[config.mk]
export PLATFORM = sky130hd
export DESIGN_NAME = cla_nibble_subtractor
export DESIGN_NICKNAME = d
export VERILOG_FILES = /design/src/rtl/cla_nibble_subtractor.sv
export SDC_FILE = /design/constraint.sdc
export NUM_CORES = 1
export LEC_CHECK = 0
export BUFFER_PORTS_ARGS = -buffer_cell sky130_fd_sc_hd__buf_4
export CORE_MARGIN = 2
export CORE_UTILIZATION = 60
export DETAILED_ROUTE_END_ITERATION = 7
export PLACE_DENSITY = 0.94
export RECOVER_POWER = 100
export SYNTH_ARGS = -nofsm -noshare
export SYNTH_HDL_FRONTEND = slang
export SYNTH_SLANG_ARGS = --single-unit
export TNS_END_PERCENT = 100
[constraint.sdc]
create_clock -name clk -period 4.24 [get_ports clk]
set_input_delay 0.212 -clock clk [delete_from_list [all_inputs] [get_ports clk]]
set_output_delay 0.212 -clock clk [all_outputs]
set_load 0.05 [all_outputs]
[src/rtl/cla_nibble_subtractor.sv]
// cla_nibble_subtractor
//
// Multi-cycle subtractor that computes diff = (a - b - bin) mod 2^WIDTH, one 4-bit slice per
// clock. Each slice resolves its borrows with lookahead logic:
//   g = ~a & b   (the slice generates a borrow)
//   p = ~(a ^ b) (the slice passes an incoming borrow through)
// The slice borrow-out is registered and becomes the next slice's borrow-in.
//
// A controller drives it with a start/done handshake:
//   - start is sampled only in IDLE. An accepted start latches a, b and bin.
//   - busy is high for the N = WIDTH/4 slice cycles.
//   - done pulses for one cycle. diff, bout and ovf are updated at the edge where done
//     rises, and they keep that value until the next operation completes.
//
// Optional feature: define CLA_SUB_OVERFLOW_EN to compute the signed-overflow flag ovf.
// Without it, ovf is tied to 0 and no overflow logic is built.
//
// Ports:
//   clk   - rising-edge clock
//   rst_n - asynchronous active-low reset; aborts a running operation with no done pulse
//   start - operation request
//   a     - minuend (WIDTH bits)
//   b     - subtrahend (WIDTH bits)
//   bin   - borrow-in
//   busy  - high while the slices are being processed
//   done  - one-cycle pulse that marks a valid result
//   diff  - difference, (a - b - bin) mod 2^WIDTH
//   bout  - borrow-out, unsigned underflow (a < b + bin)
//   ovf   - signed overflow (always 0 unless CLA_SUB_OVERFLOW_EN is defined)
module cla_nibble_subtractor #(
    parameter int unsigned WIDTH = 16
) (
    input  logic             clk,
    input  logic             rst_n,
    input  logic             start,
    input  logic [WIDTH-1:0] a,
    input  logic [WIDTH-1:0] b,
    input  logic             bin,
    output logic             busy,
    output logic             done,
    output logic [WIDTH-1:0] diff,
    output logic             bout,
    output logic             ovf
);

    localparam int unsigned N    = WIDTH / 4;
    localparam int unsigned IdxW = (N > 1) ? $clog2(N) : 1;

    typedef enum logic [1:0] {
        StIdle,
        StRun,
        StDone
    } state_e;

    state_e            state_q;
    logic [IdxW-1:0]   idx_q;
    logic [WIDTH-1:0]  a_q;
    logic [WIDTH-1:0]  b_q;
    logic              borrow_q;
    logic [WIDTH-1:0]  res_q;
    logic              busy_q;
    logic              done_q;
    logic [WIDTH-1:0]  diff_q;
    logic              bout_q;

    // Current slice operands, selected from the latched operands by the slice index.
    logic [3:0]        slice_a;
    logic [3:0]        slice_b;
    logic [3:0]        g;
    logic [3:0]        p;
    logic [4:0]        c;
    logic [3:0]        slice_diff;
    logic [WIDTH-1:0]  res_next;
    logic              last_slice;

    always_comb begin
        slice_a = a_q[{idx_q, 2'b00} +: 4];
        slice_b = b_q[{idx_q, 2'b00} +: 4];
        g       = ~slice_a & slice_b;
        p       = ~(slice_a ^ slice_b);

        // Every borrow is a flat sum of products of g, p and c[0], so no borrow
        // ripples through the bits of the slice.
        c[0] = borrow_q;
        c[1] = g[0] | (p[0] & c[0]);
        c[2] = g[1] | (p[1] & g[0]) | (p[1] & p[0] & c[0]);
        c[3] = g[2] | (p[2] & g[1]) | (p[2] & p[1] & g[0]) | (p[2] & p[1] & p[0] & c[0]);
        c[4] = g[3] | (p[3] & g[2]) | (p[3] & p[2] & g[1]) | (p[3] & p[2] & p[1] & g[0])
             | (p[3] & p[2] & p[1] & p[0] & c[0]);

        slice_diff = slice_a ^ slice_b ^ c[3:0];

        // res_q with the current slice written in. On the last slice this is the full result.
        res_next = res_q;
        res_next[{idx_q, 2'b00} +: 4] = slice_diff;

        last_slice = (idx_q == IdxW'(N - 1));
    end

`ifdef CLA_SUB_OVERFLOW_EN
    logic ovf_q;
    logic ovf_next;

    // Signed overflow is only possible when the operand signs differ. It has occurred
    // when the result sign differs from the minuend sign.
    always_comb begin
        ovf_next = (a_q[WIDTH-1] != b_q[WIDTH-1]) & (res_next[WIDTH-1] != a_q[WIDTH-1]);
    end

    assign ovf = ovf_q;
`else
    assign ovf = 1'b0;
`endif

    always_ff @(posedge clk or negedge rst_n) begin
        if (!rst_n) begin
            state_q  <= StIdle;
            idx_q    <= '0;
            a_q      <= '0;
            b_q      <= '0;
            borrow_q <= 1'b0;
            res_q    <= '0;
            busy_q   <= 1'b0;
            done_q   <= 1'b0;
            diff_q   <= '0;
            bout_q   <= 1'b0;
`ifdef CLA_SUB_OVERFLOW_EN
            ovf_q    <= 1'b0;
`endif
        end else begin
            unique case (state_q)
                StIdle: begin
                    done_q <= 1'b0;
                    if (start) begin
                        a_q      <= a;
                        b_q      <= b;
                        borrow_q <= bin;
                        idx_q    <= '0;
                        busy_q   <= 1'b1;
                        state_q  <= StRun;
                    end
                end
                StRun: begin
                    res_q    <= res_next;
                    borrow_q <= c[4];
                    idx_q    <= idx_q + 1'b1;
                    if (last_slice) begin
                        state_q <= StDone;
                        busy_q  <= 1'b0;
                        done_q  <= 1'b1;
                        diff_q  <= res_next;
                        bout_q  <= c[4];
`ifdef CLA_SUB_OVERFLOW_EN
                        ovf_q   <= ovf_next;
`endif
                    end
                end
                StDone: begin
                    done_q  <= 1'b0;
                    state_q <= StIdle;
                end
                default: begin
                    state_q <= StIdle;
                end
            endcase
        end
    end

    assign busy = busy_q;
    assign done = done_q;
    assign diff = diff_q;
    assign bout = bout_q;

endmodule

# Yosys cells after proc, flatten, opt, wreduce, memory -nomap -nowiden
# Index checks and enable logic that the tools add are counted.
# W data, S select, Z words.
# totals
word_cells	75
in_bits	36
out_inout_bits	20
register_bits	72
# classes
muxes	13
n_shift	4
n_addsub	2
bitwise	31
reduce_logical	10
n_eq_ne	5
# op_table
operator	count
$shiftx A16 B5 Y4	2
$and A1 B1 Y1	16
$bwmux W16	1
$shift A4 B6 Y16 const A	1
$shiftx A4 B6 Y16	1
$or A1 B1 Y1	10
$reduce_and A2 Y1	5
$not A4 Y4	2
$pmux W2 S2	2
$xor A4 B4 Y4	2
$mux W2	3
$neg A4 Y6	1
$pmux W1 S2	3
$and A4 B4 Y4	1
$eq A2 B2 Y1 const B	2
$mux W1	4
$ne A2 B2 Y1 const B	2
$reduce_bool A2 Y1	2
$reduce_and A3 Y1	1
$add A2 B1 Y2 const B	1
$eq A2 B1 Y1 const B	1
$logic_not A2 Y1	1
$reduce_or A2 Y1	1

# Longest topological paths before layout
# logic_depth
word_depth	10
depth_mapped	9
ltp_nobuf	7

# Least setup slack after synthesis
# OpenSTA, ideal clock, no wires.
# synth_timing
path_type	reg2reg
start	register idx_q[0]
end	register diff_q[3], in the netlist diff[3]
slack_ns	1.820
arrival_ns	2.285
path_stages_with_launch	9
required_ns	4.105
period_less_slack_ns	2.420
setup_time_ns	0.135
path_buffers	2
path_cell_list	dfrtp_1 buf_4 buf_4 mux4_2 ha_1 a211oi_2 o21bai_2 xor2_2 o31ai_1
# synth_between
elab_chain_cells	10
elab_cells_between_ends	28
cone_classes	add/sub: 1; eq/ne: 1; shift: 4; mux: 1; bitwise: 20; reduce/logical: 1
# synth_lines
element	line_no	rtl
from (decl)	56	logic [IdxW-1:0] idx_q;
from (signal assigned)	146	idx_q <= idx_q + 1'b1;
$shiftx A16 B5 Y4, on equally long branches	77, 78	
$xor A4 B4 Y4 or $not A4 Y4 (tied branches)	80, 91, 79	
$not A4 Y4 or $and A4 B4 Y4 (tied branches)	80, 79	
$and A1 B1 Y1	87	c[3] = g[2] | (p[2] & g[1]) | (p[2] & p[1] & g[0]) | (p[2] & p[1] & p[0] & c[0]);
$or A1 B1 Y1 or $and A1 B1 Y1 (tied branches) (2 in series)	87	
$or A1 B1 Y1	87	
$xor A4 B4 Y4	91	slice_diff = slice_a ^ slice_b ^ c[3:0];
$shiftx A4 B6 Y16	95	res_next[{idx_q, 2'b00} +: 4] = slice_diff;
$bwmux W16	95	
to (signal assigned)	151	diff_q <= res_next;
to (decl)	63	logic [WIDTH-1:0] diff_q;
# Several ways; a longest one is shown, not always the timed one.
# A chain may end at the register's enable or synchronous reset.

# Worst setup path in the final report
# Same ends and word-level chain as after synthesis.

==> impl_metrics.env <==
export IMPL_status="finished, violations left"
export IMPL_violations="max-capacitance violations, max-slew violations"
export IMPL_layout_nets=375
export IMPL_number_of_gates_given_a_new_drive_strength_after_cts=0
export IMPL_post_synth_instance_area_um2=3440
export IMPL_critical_path_arrival_ns=3.47
export IMPL_timing_final_setup_violations=0
export IMPL_post_synth_edffs=0
export IMPL_drtAntennaViolNets=0
export IMPL_reg_to_reg_slack_setup_ns=0.97
export IMPL_postSynthRegisterBits=72
export IMPL_via_count_of_the_first_global_routing_pass=2471
export IMPL_sequential_cell_area_um2=1800
export IMPL_cts_buffer_depth=2
export IMPL_worstPathCellList="mux4_2, inv_1, ha_1, a211oi_1, o21bai_1, xor2_1, o31ai_1"
export IMPL_core_area_um2=5540
export IMPL_cts_clk_slew_worst_paths_ns=0.07
export IMPL_die_area_um2=6360
export IMPL_cts_tree="done"
export IMPL_cts_hold_buf=0
export IMPL_min_path_cells=2
export IMPL_worst_skew_pair_late_latency_ns=0.35
export IMPL_crit_fanout=20
export IMPL_slowest_stage="sky130_fd_sc_hd__dfrtp_1"
export IMPL_ys_warns=0
export IMPL_synthesis_instances=276
export IMPL_final_min_period_ns=3.27
export IMPL_clock_skew_final_ns=0.00602
export IMPL_setup_worst_path_class="flop to flop"
export IMPL_max_stage_delay_ns=0.92
export IMPL_first_pass_grt_wire_length_um=11900
export IMPL_num_cts_buffers=9
export IMPL_setup_fix_buffers_added_after_clock_tree_synthesis=0
export IMPL_period_share_pct=77.2
export IMPL_drt_pre_antenna_iters=5
export IMPL_place_congestion=0.879
export IMPL_boundaryPins=56
export IMPL_postSynth_asyncResetShare_pct=100
export IMPL_std_cell_rows=27
export IMPL_area_growth_pct=13.2
export IMPL_detail_route_iter0_violations=198
export IMPL_overflow=0
export IMPL_timing_hold_worst_class="input pin to flop"
export IMPL_fmax_mhz=306
export IMPL_initial_core_util_pct=62.1
export IMPL_fillers=416
export IMPL_worstReg2RegEnd="diff[3]$_DFFE_PN0P_"
export IMPL_worstSetupStartpointType="flop"
export IMPL_grt_setup_unrepaired="no"
export IMPL_wirelength_um=7060
export IMPL_grt_antenna_before_repair=0
export IMPL_slew_limit_headroom_pct=-15.1
export IMPL_timing_hold_worst_start="b[0]"
export IMPL_whs_endpoint="b_q[0]$_DFFE_PN0P_"
export IMPL_net_count_synth=323
export IMPL_endpoint_kind="flop"
export IMPL_antenna_diode_count=0
export IMPL_detailroute_via_count=2353
export IMPL_syn_avg_cell_area_um2=12.5
export IMPL_maxCapViolations=2
export IMPL_grt_max_degree=73
export IMPL_worst_hold_slack_ns=0.0933
export IMPL_die_w_um=79.8
export IMPL_drive_gt1_share_pct=27.5
export IMPL_numPortBuffers=54
export IMPL_tritoncts_num_sinks=72
export IMPL_die_h_um=79.8
export IMPL_routed_via_density=5.84
export IMPL_critical_path_n_buffers_inverters=1
export IMPL_detail_route_drc_violations=0
export IMPL_synth_cell_types=42
export IMPL_cpLargestDelayFamily="flip-flops"
export IMPL_clk_root_buffer_cell="sky130_fd_sc_hd__clkbuf_8"
export IMPL_totalNegativeSetupSlack_ns=0
export IMPL_regToRegStartpoint="idx_q[0]$_DFFE_PN0P_"
export IMPL_routedWlPerCell_um=17.5
export IMPL_globalRouteTotalUtil_pct=25.1
export IMPL_sequential_to_total_area_share_from_yosys_stat_pct=52.3
export IMPL_finalCoreUtilization_pct=70.4
export IMPL_final_hold_violation_count=0
export IMPL_dp_final_hpwl_um=4920
export IMPL_required_time_reported_for_the_critical_path_endpoint_ns=4.44
export IMPL_worstMarginPinSlew_ns=1.73
export IMPL_maxSlewViolCount=107
export IMPL_cts_htree_levels=3
export IMPL_number_of_cells_traversed_by_the_worst_register_to_register_path=7
export IMPL_multi_input_area_um2=1430
export IMPL_synth_main_ff_cell="sky130_fd_sc_hd__dfrtp_1"
[layout make-up]
class	count	share of cell area (%)
timing repair buffer	55	8.60
clock buffer	14	4.43
multi-input combinational	173	36.7
inverter	17	1.70
tap	72	2.31
sequential	72	46.2
[state kept, by name, summed over array words and instances, names as in the netlist]
register and cells:
done 1, bout 1, res_q 16, diff 16, state_q 2, borrow_q 1, busy 1, b_q 16
a_q 16, idx_q 2
[cell usage after synthesis (2+ instances only)]
cell type	instances	area, um^2
sky130_fd_sc_hd__dfrtp_1	72	1800
sky130_fd_sc_hd__mux2_2	32	360
sky130_fd_sc_hd__nand2_1	27	101
sky130_fd_sc_hd__inv_1	16	60.1
sky130_fd_sc_hd__nor2_1	15	56.3
sky130_fd_sc_hd__o31ai_1	12	90.1
sky130_fd_sc_hd__a21oi_1	10	50.1
sky130_fd_sc_hd__ha_1	10	125
sky130_fd_sc_hd__a22o_1	9	78.8
sky130_fd_sc_hd__mux4_2	8	180
sky130_fd_sc_hd__buf_4	7	52.6
sky130_fd_sc_hd__o21ai_0	7	35.0
sky130_fd_sc_hd__a221oi_1	4	35.0
sky130_fd_sc_hd__and3_1	4	25.0
sky130_fd_sc_hd__buf_6	4	45.0
sky130_fd_sc_hd__o21a_1	4	30.0
sky130_fd_sc_hd__o221ai_1	4	35.0
sky130_fd_sc_hd__nand4bb_1	3	33.8
sky130_fd_sc_hd__a21o_1	2	15.0
sky130_fd_sc_hd__clkbuf_1	2	7.51
sky130_fd_sc_hd__nor3_1	2	10.0
sky130_fd_sc_hd__o21ai_1	2	10.0
[cell families (layout without fill, tap and decap cells)]
kind of cell / after synthesis / count (layout) / share of synthesized area, %
AO/OA/AOI/OAI: 59 / 59 / 12.7
buffers and inverters: 31 / 86 / 5.12
other: 1 / 1 / 0.109
adder cells (fa/ha/maj): 11 / 11 / 4.22
XOR/XNOR: 2 / 2 / 0.727
flip-flops: 72 / 72 / 52.3
multiplexers: 41 / 41 / 16.0
AND/OR/NAND/NOR: 59 / 59 / 8.79
[worst reg2reg max path, delay by kind of cell (launching register included)]
kind | cells | cell delay [ns]
AOI/OAI and AO/OA | 3 | 0.63
xor gates and xnor gates | 1 | 0.58
muxes | 1 | 0.61
adders and majority gates | 1 | 0.27
buffers and inverters | 1 | 0.13
DFF | 1 | 0.92
[layout by cell type (no fill, tap or decap), types with 2 or more instances in the layout]
cell / n
sky130_fd_sc_hd__dfrtp_1: 72
sky130_fd_sc_hd__buf_4: 34
sky130_fd_sc_hd__mux2_2: 32
sky130_fd_sc_hd__nand2_1: 28
sky130_fd_sc_hd__clkbuf_1: 22
sky130_fd_sc_hd__inv_1: 16
sky130_fd_sc_hd__nor2_1: 15
sky130_fd_sc_hd__o31ai_1: 12
sky130_fd_sc_hd__clkbuf_8: 12
sky130_fd_sc_hd__a21oi_1: 10
sky130_fd_sc_hd__ha_1: 10
sky130_fd_sc_hd__a22o_1: 9
sky130_fd_sc_hd__mux4_2: 8
sky130_fd_sc_hd__o21ai_0: 8
sky130_fd_sc_hd__and3_1: 4
sky130_fd_sc_hd__a221oi_1: 4
sky130_fd_sc_hd__o221ai_1: 4
sky130_fd_sc_hd__o21a_1: 4
sky130_fd_sc_hd__nand4bb_1: 3
sky130_fd_sc_hd__a21o_1: 2
sky130_fd_sc_hd__nor3_1: 2
[stage by stage]
stage / std cells / cell area (um^2) / setup WS [ns]
after global routing: 403 / 3900 / 0.709
after CTS: 403 / 4010 / 1.22
after global placement: 389 / 3840 / 1.40
after floorplan: 276 / 3440 / 1.82
final: 403 / 3900 / 0.969
after detailed placement: 389 / 3840 / 1.27
[metal layers]
| metal | share of wire, % | track usage, % |
|---|---|---|
| met1 | 40 | 31.5 |
| met2 | 52 | 42.6 |
| met3 | 5.8 | 3.85 |
| met4 | 2.2 | 12.2 |
| met5 | 0 | 0 |
[worst max-delay path by stage]
stage | startpoint | to | slack (ns) | cells after the start
6_report | idx_q[0]$_DFFE_PN0P_ | diff[3]$_DFFE_PN0P_ | 0.97 | 7
5_1_grt | idx_q[0]$_DFFE_PN0P_ | diff[3]$_DFFE_PN0P_ | 0.71 | 7
4_1_cts | idx_q[0]$_DFFE_PN0P_ | res_q[2]$_DFFE_PN0P_ | 1.22 | 7
3_5_place_dp | idx_q[0]$_DFFE_PN0P_ | res_q[2]$_DFFE_PN0P_ | 1.27 | 7
3_3_place_gp | idx_q[0]$_DFFE_PN0P_ | diff[7]$_DFFE_PN0P_ | 1.40 | 7
2_1_floorplan | idx_q[0]$_DFFE_PN0P_ | diff[3]$_DFFE_PN0P_ | 1.82 | 8
Power is not shown: default switching activity piles up to over one toggle a cycle in this logic, so the estimate is an artifact.
